`config.mk`:
```
export PLATFORM = sky130hd
export DESIGN_NAME = fifo_drain_wr
export DESIGN_NICKNAME = d
export VERILOG_FILES = /design/src/rtl/fifo_drain_wr.sv
export SDC_FILE = /design/constraint.sdc
export NUM_CORES = 1
export LEC_CHECK = 0
export BUFFER_PORTS_ARGS = -buffer_cell sky130_fd_sc_hd__buf_4
export CORE_ASPECT_RATIO = 1.25
export CORE_MARGIN = 8
export CORE_UTILIZATION = 38
export CTS_BUF_LIST = sky130_fd_sc_hd__clkbuf_8 sky130_fd_sc_hd__clkbuf_16
export DETAILED_ROUTE_END_ITERATION = 10
export PLACE_DENSITY_LB_ADDON = 0.15
export SLEW_MARGIN = 5
export SYNTH_ARGS = -nofsm -noshare
export SYNTH_HDL_FRONTEND = slang
export SYNTH_SLANG_ARGS = --single-unit
```
`constraint.sdc`:
```
create_clock -name clk -period 3.06 [get_ports clk]
set_input_delay 0.153 -clock clk [delete_from_list [all_inputs] [get_ports clk]]
set_output_delay 0.153 -clock clk [all_outputs]
set_load 0.05 [all_outputs]
```
`src/rtl/fifo_drain_wr.sv`:
```
// Drains a fixed number of words from a first-word-fall-through FIFO into
// consecutive addresses of a single-port write interface through a one-entry output stage.
module fifo_drain_wr #(
    parameter int WIDTH      = 32,
    parameter int ADDR_WIDTH = 10
) (
    input  logic                  clk,
    input  logic                  reset,
    input  logic                  start,
    input  logic [ADDR_WIDTH-1:0] start_addr,
    input  logic [ADDR_WIDTH:0]   len,
    output logic                  busy,
    output logic                  done,
    output logic [ADDR_WIDTH:0]   word_count,
    input  logic                  fifo_empty,
    input  logic [WIDTH-1:0]      fifo_data,
    output logic                  fifo_r_ready,
    output logic                  mem_we,
    output logic [ADDR_WIDTH-1:0] mem_addr,
    output logic [WIDTH-1:0]      mem_wdata,
    input  logic                  mem_ready
);

    typedef enum logic [1:0] {
        ST_IDLE = 2'd0,
        ST_RUN  = 2'd1,
        ST_DONE = 2'd2
    } state_t;

    localparam logic [ADDR_WIDTH-1:0] ADDR_ZERO = {ADDR_WIDTH{1'b0}};
    localparam logic [ADDR_WIDTH-1:0] ADDR_ONE  = {{(ADDR_WIDTH-1){1'b0}}, 1'b1};
    localparam logic [ADDR_WIDTH:0]   CNT_ZERO  = {(ADDR_WIDTH+1){1'b0}};
    localparam logic [ADDR_WIDTH:0]   CNT_ONE   = {{ADDR_WIDTH{1'b0}}, 1'b1};
    localparam logic [WIDTH-1:0]      DATA_ZERO = {WIDTH{1'b0}};

    state_t                state_q, state_d;
    logic                  busy_q, busy_d;
    logic                  done_q, done_d;
    logic [ADDR_WIDTH-1:0] wr_ptr_q, wr_ptr_d;
    logic [ADDR_WIDTH:0]   remaining_q, remaining_d;
    logic [ADDR_WIDTH:0]   word_count_q, word_count_d;
    logic                  mem_we_q, mem_we_d;
    logic [ADDR_WIDTH-1:0] mem_addr_q, mem_addr_d;
    logic [WIDTH-1:0]      mem_wdata_q, mem_wdata_d;
    logic                  pop_s;
    logic                  accept_s;

    // A pop is only allowed when the output stage is free or draining this edge.
    assign pop_s    = (state_q == ST_RUN) && (remaining_q != CNT_ZERO) && !fifo_empty
                      && (!mem_we_q || mem_ready);
    assign accept_s = mem_we_q && mem_ready;

    // Next-state logic for the control FSM, pointers and output stage.
    always_comb begin
        state_d      = state_q;
        busy_d       = busy_q;
        done_d       = done_q;
        wr_ptr_d     = wr_ptr_q;
        remaining_d  = remaining_q;
        word_count_d = word_count_q;
        mem_we_d     = mem_we_q;
        mem_addr_d   = mem_addr_q;
        mem_wdata_d  = mem_wdata_q;
        case (state_q)
            ST_IDLE: begin
                if (start) begin
                    state_d      = ST_RUN;
                    busy_d       = 1'b1;
                    wr_ptr_d     = start_addr;
                    remaining_d  = len;
                    word_count_d = CNT_ZERO;
                end else begin
                    busy_d = 1'b0;
                end
            end
            ST_RUN: begin
                if (pop_s) begin
                    mem_we_d    = 1'b1;
                    mem_addr_d  = wr_ptr_q;
                    mem_wdata_d = fifo_data;
                    wr_ptr_d    = wr_ptr_q + ADDR_ONE;
                    remaining_d = remaining_q - CNT_ONE;
                end else if (accept_s) begin
                    mem_we_d = 1'b0;
                end else begin
                    mem_we_d = mem_we_q;
                end
                if (accept_s) begin
                    word_count_d = word_count_q + CNT_ONE;
                end else begin
                    word_count_d = word_count_q;
                end
                if ((remaining_q == CNT_ZERO) && (!mem_we_q || mem_ready)) begin
                    state_d = ST_DONE;
                    busy_d  = 1'b0;
                    done_d  = 1'b1;
                end else begin
                    state_d = ST_RUN;
                end
            end
            ST_DONE: begin
                state_d = ST_IDLE;
                done_d  = 1'b0;
            end
            default: begin
                state_d  = ST_IDLE;
                busy_d   = 1'b0;
                done_d   = 1'b0;
                mem_we_d = 1'b0;
            end
        endcase
    end

    // State and registered outputs; reset abandons any word held in the stage.
    always_ff @(posedge clk or posedge reset) begin
        if (reset) begin
            state_q      <= ST_IDLE;
            busy_q       <= 1'b0;
            done_q       <= 1'b0;
            wr_ptr_q     <= ADDR_ZERO;
            remaining_q  <= CNT_ZERO;
            word_count_q <= CNT_ZERO;
            mem_we_q     <= 1'b0;
            mem_addr_q   <= ADDR_ZERO;
            mem_wdata_q  <= DATA_ZERO;
        end else begin
            state_q      <= state_d;
            busy_q       <= busy_d;
            done_q       <= done_d;
            wr_ptr_q     <= wr_ptr_d;
            remaining_q  <= remaining_d;
            word_count_q <= word_count_d;
            mem_we_q     <= mem_we_d;
            mem_addr_q   <= mem_addr_d;
            mem_wdata_q  <= mem_wdata_d;
        end
    end

    assign busy         = busy_q;
    assign done         = done_q;
    assign word_count   = word_count_q;
    assign fifo_r_ready = pop_s;
    assign mem_we       = mem_we_q;
    assign mem_addr     = mem_addr_q;
    assign mem_wdata    = mem_wdata_q;

endmodule
```
==> reports/results.ini <==
[synthesis]
yosysWarnings = 0
async_flop_share = 1.000
syn-num-nets = 389
avgSynthCellArea_sq_um = 11.41
yosysSeqAreaShare = 0.5284
synth-seq-cells = 79
synthFlopType = dfrtp_1
netlist.area_leader.share = 0.5284
synth_area_sq_mm = 0.003741
synthCells = 328
yosysTopAreaCell = dfrtp_1
synth_edf_count = 0
yosys.cell_types.count = 48
netlist_top_cells_count = 79 x dfrtp_1, 43 x mux2_2, 19 x nor2_1, 16 x nand2_1, 13 x clkbuf_1
synth_most_common_cell = dfrtp_1
yosys-top-cells-area = dfrtp_1 53%, mux2_2 13%, o2bb2ai_1 2.3%

[placed_design]
hpwl_um = 6859
dp.cells = 554
place_congestion = 0.8009
port_buffers = 114

[pwr]
p_sw_mw = 2.420
cellPowerDensity_mw_per_mm2 = 1094
combPwrFrac = 0.495
power_leakage_nw = 2.274
p_seq_frac = 0.328
ir_drop_mv = 0.3493
p_sw_frac = 0.4441
p_int_mw = 3.030
p_clk_frac = 0.177

[clock_network]
h-tree-depth = 3
cts_buffer_depth = 2
cts-hold-fix-buffers = 1
clkLatencyLatePin_ns = 0.33
clock-sinks = 79
clk_pin_slew_ns = 0.06
cts_buffers = 9
post-cts-setup-buffer-count = 0
cts_tree = done
cts-resized-gates = 0
root_buffer = clkbuf_16

[die]
die_w_um = 104.7
pin_count = 115
start_util = 0.3893
dieHeight_um = 126.9
die_area_sq_mm = 0.01330
fp.coreArea_sq_mm = 0.009609
num_rows = 40

[critical_path]
path_cells = or4_4 -> or2_1 -> o21ai_4 -> buf_12 -> inv_1 -> buf_4
critPathMaxFanout = 35
cp-start-kind = flip-flop
path_buf_inv = 3
path_class = reg2out
required_ns = 2.91
end_kind = primary output
timing.rr.end = remaining_q[1]$_DFFE_PP0P_
reg2reg_slack_ns = 0.32
max_stage_delay_ns = 0.60
r2r-start = remaining_q[0]$_DFFE_PP0P_
cp_top_family = simple AND/OR/NAND/NOR gates
crit_slowest_cell = or4_4
crit_path_start = remaining_q[4]$_DFFE_PP0P_
ff2ff_path_depth = 6
cp_data_arrival_time_ns = 2.63

[detailed_routing]
wl_per_cell_um = 16.70
dr.pass1.iters = 5
ant_nets = 0
drc = 0
vias_per_cell = 5.274
wl_um = 9505
drtIter0Drc = 116
num_vias = 3001

[sta]
tightest_slew_ns = 0.6337
slew_violations = 0
grt_setup_unrepaired = no
finalHoldViolCount = 0
period_needed_ns = 2.785
final.period_utilization = 0.9103
fin_setup_tns_ns = 0
max_freq_mhz = 359.0
finClkSkew_ns = 0.004730
setup_viol = 0
slew_headroom = 0.5771

[worst_hold_path]
hold_path.class = in2reg
holdPathStages = 2
holdPathEnd = mem_wdata[26]$_DFFE_PP0P_
worstHoldStart = fifo_data[26]

[layout]
areaGrowthSynthToFinish_pct = 33.14
num-fill-cells = 847
num-nets-final = 501
antennaDiodeCount = 0
drive_gt1_frac = 0.4244
fin_cells = 569

[global_routing]
grt_pass1_wl_um = 15480
antenna_found_initial = 0
first_global_vias = 2989
track_usage = 0.1443
grt_max_degree = 36
grt-ovfl-total = 0

[flow_run]
maxCapViolations = 0

[outcome]
run_status = finished, final reports clean

## power groups by stage
| stage | sequential [mW] | clock, mW | combinational (mW) |
|---|---|---|---|
| 3_3_place_gp | 1.79 | 0 | 2.70 |
| 5_1_grt | 1.85 | 1.03 | 2.89 |
| 2_1_floorplan | 2.68 | 0 | 1.04 |
| 4_1_cts | 1.79 | 0.995 | 2.73 |
| 6_report | 1.79 | 0.967 | 2.70 |
| 3_5_place_dp | 1.80 | 0 | 2.72 |
## through the flow
stage               setup slack [ns]  cell area, sq um  power [mW]  hold WS, ns    util
detailed placement            0.3214              4706       4.525       0.2651  0.4897
floorplan                     0.7804              3741       3.717       0.3035       -
global placement              0.3566              4706       4.484       0.2644  0.4897
finish                        0.2745              4981       5.450      0.05424  0.5184
CTS                           0.2535              4981       5.512      0.04395  0.5184
global route                  0.1507              4981       5.773      0.04850  0.5184
## cell families after synthesis
group	after synthesis	synth area share
adder cells (fa/ha/maj)	3	0.01003
XOR/XNOR	6	0.01405
flip-flops	79	0.5284
buffers and inverters	29	0.04080
AO/OA/AOI/OAI	78	0.1462
AND/OR/NAND/NOR	88	0.1258
multiplexers	45	0.1348
## cells in the final DEF, fill, tap and decap left out, types with 3 or more instances in the layout
cell type    n
buf_4      120
dfrtp_1     79
mux2_2      43
nor2_1      19
nand2_1     16
o21ai_0     12
nand3_1     11
a21oi_1     11
a31oi_1     11
o2bb2ai_1   10
inv_1        9
clkbuf_16    9
nor3_1       6
o211ai_1     6
nor4_1       6
nand2b_1     5
xnor2_1      5
nand4_1      4
a22oi_1      4
and3_1       4
nor3b_1      3
o22ai_1      3
a22o_1       3
ha_1         3
## sequential cells by signal, indices dropped and copies added (netlist names)
name,flops
wr_ptr_q,10
busy,1
remaining_q,11
mem_wdata,32
done,1
word_count,11
mem_we,1
state_q,2
mem_addr,10
## layer usage
| layer | share of wire | global-route usage |
|---|---|---|
| met2 | 0.47 | 0.2229 |
| met1 | 0.45 | 0.1816 |
| met5 | 0 | 0 |
| met3 | 0.066 | 0.04255 |
| met4 | 0.017 | 0.06650 |
## how the worst max path moves through the flow
stage                                             to  slack (ns)  cells past startpoint
after floorplan           remaining_q[0]$_DFFE_PP0P_        0.78                      7
after global placement    remaining_q[1]$_DFFE_PP0P_        0.36                      6
after detailed placement  remaining_q[1]$_DFFE_PP0P_        0.32                      6
after CTS                               fifo_r_ready        0.25                      6
after global routing                    fifo_r_ready        0.15                      6
final                                   fifo_r_ready        0.27                      6
## final cells by class
type / instances / area (sq um) / share of cell area
Clock inverter: 3 / 12.51 / 0.002512
Timing Repair Buffer: 122 / 930.9 / 0.1869
Inverter: 8 / 31.28 / 0.006280
Tap cell: 126 / 157.7 / 0.03165
Clock buffer: 11 / 252.7 / 0.05074
Multi-Input combinational cell: 220 / 1619 / 0.3250
Sequential cell: 79 / 1977 / 0.3969
## worst register-to-register path: cells and delay by family (launching register included)
kind                     cells  cell delay, ns
multiplexers                 1            0.24
AND/OR/NAND/NOR              3            1.73
flip-flops                   1            0.40
buffers and inverters        1            0.08
adder cells (fa/ha/maj)      1            0.21
No activity file was read; power rests on OpenSTA's default activity.
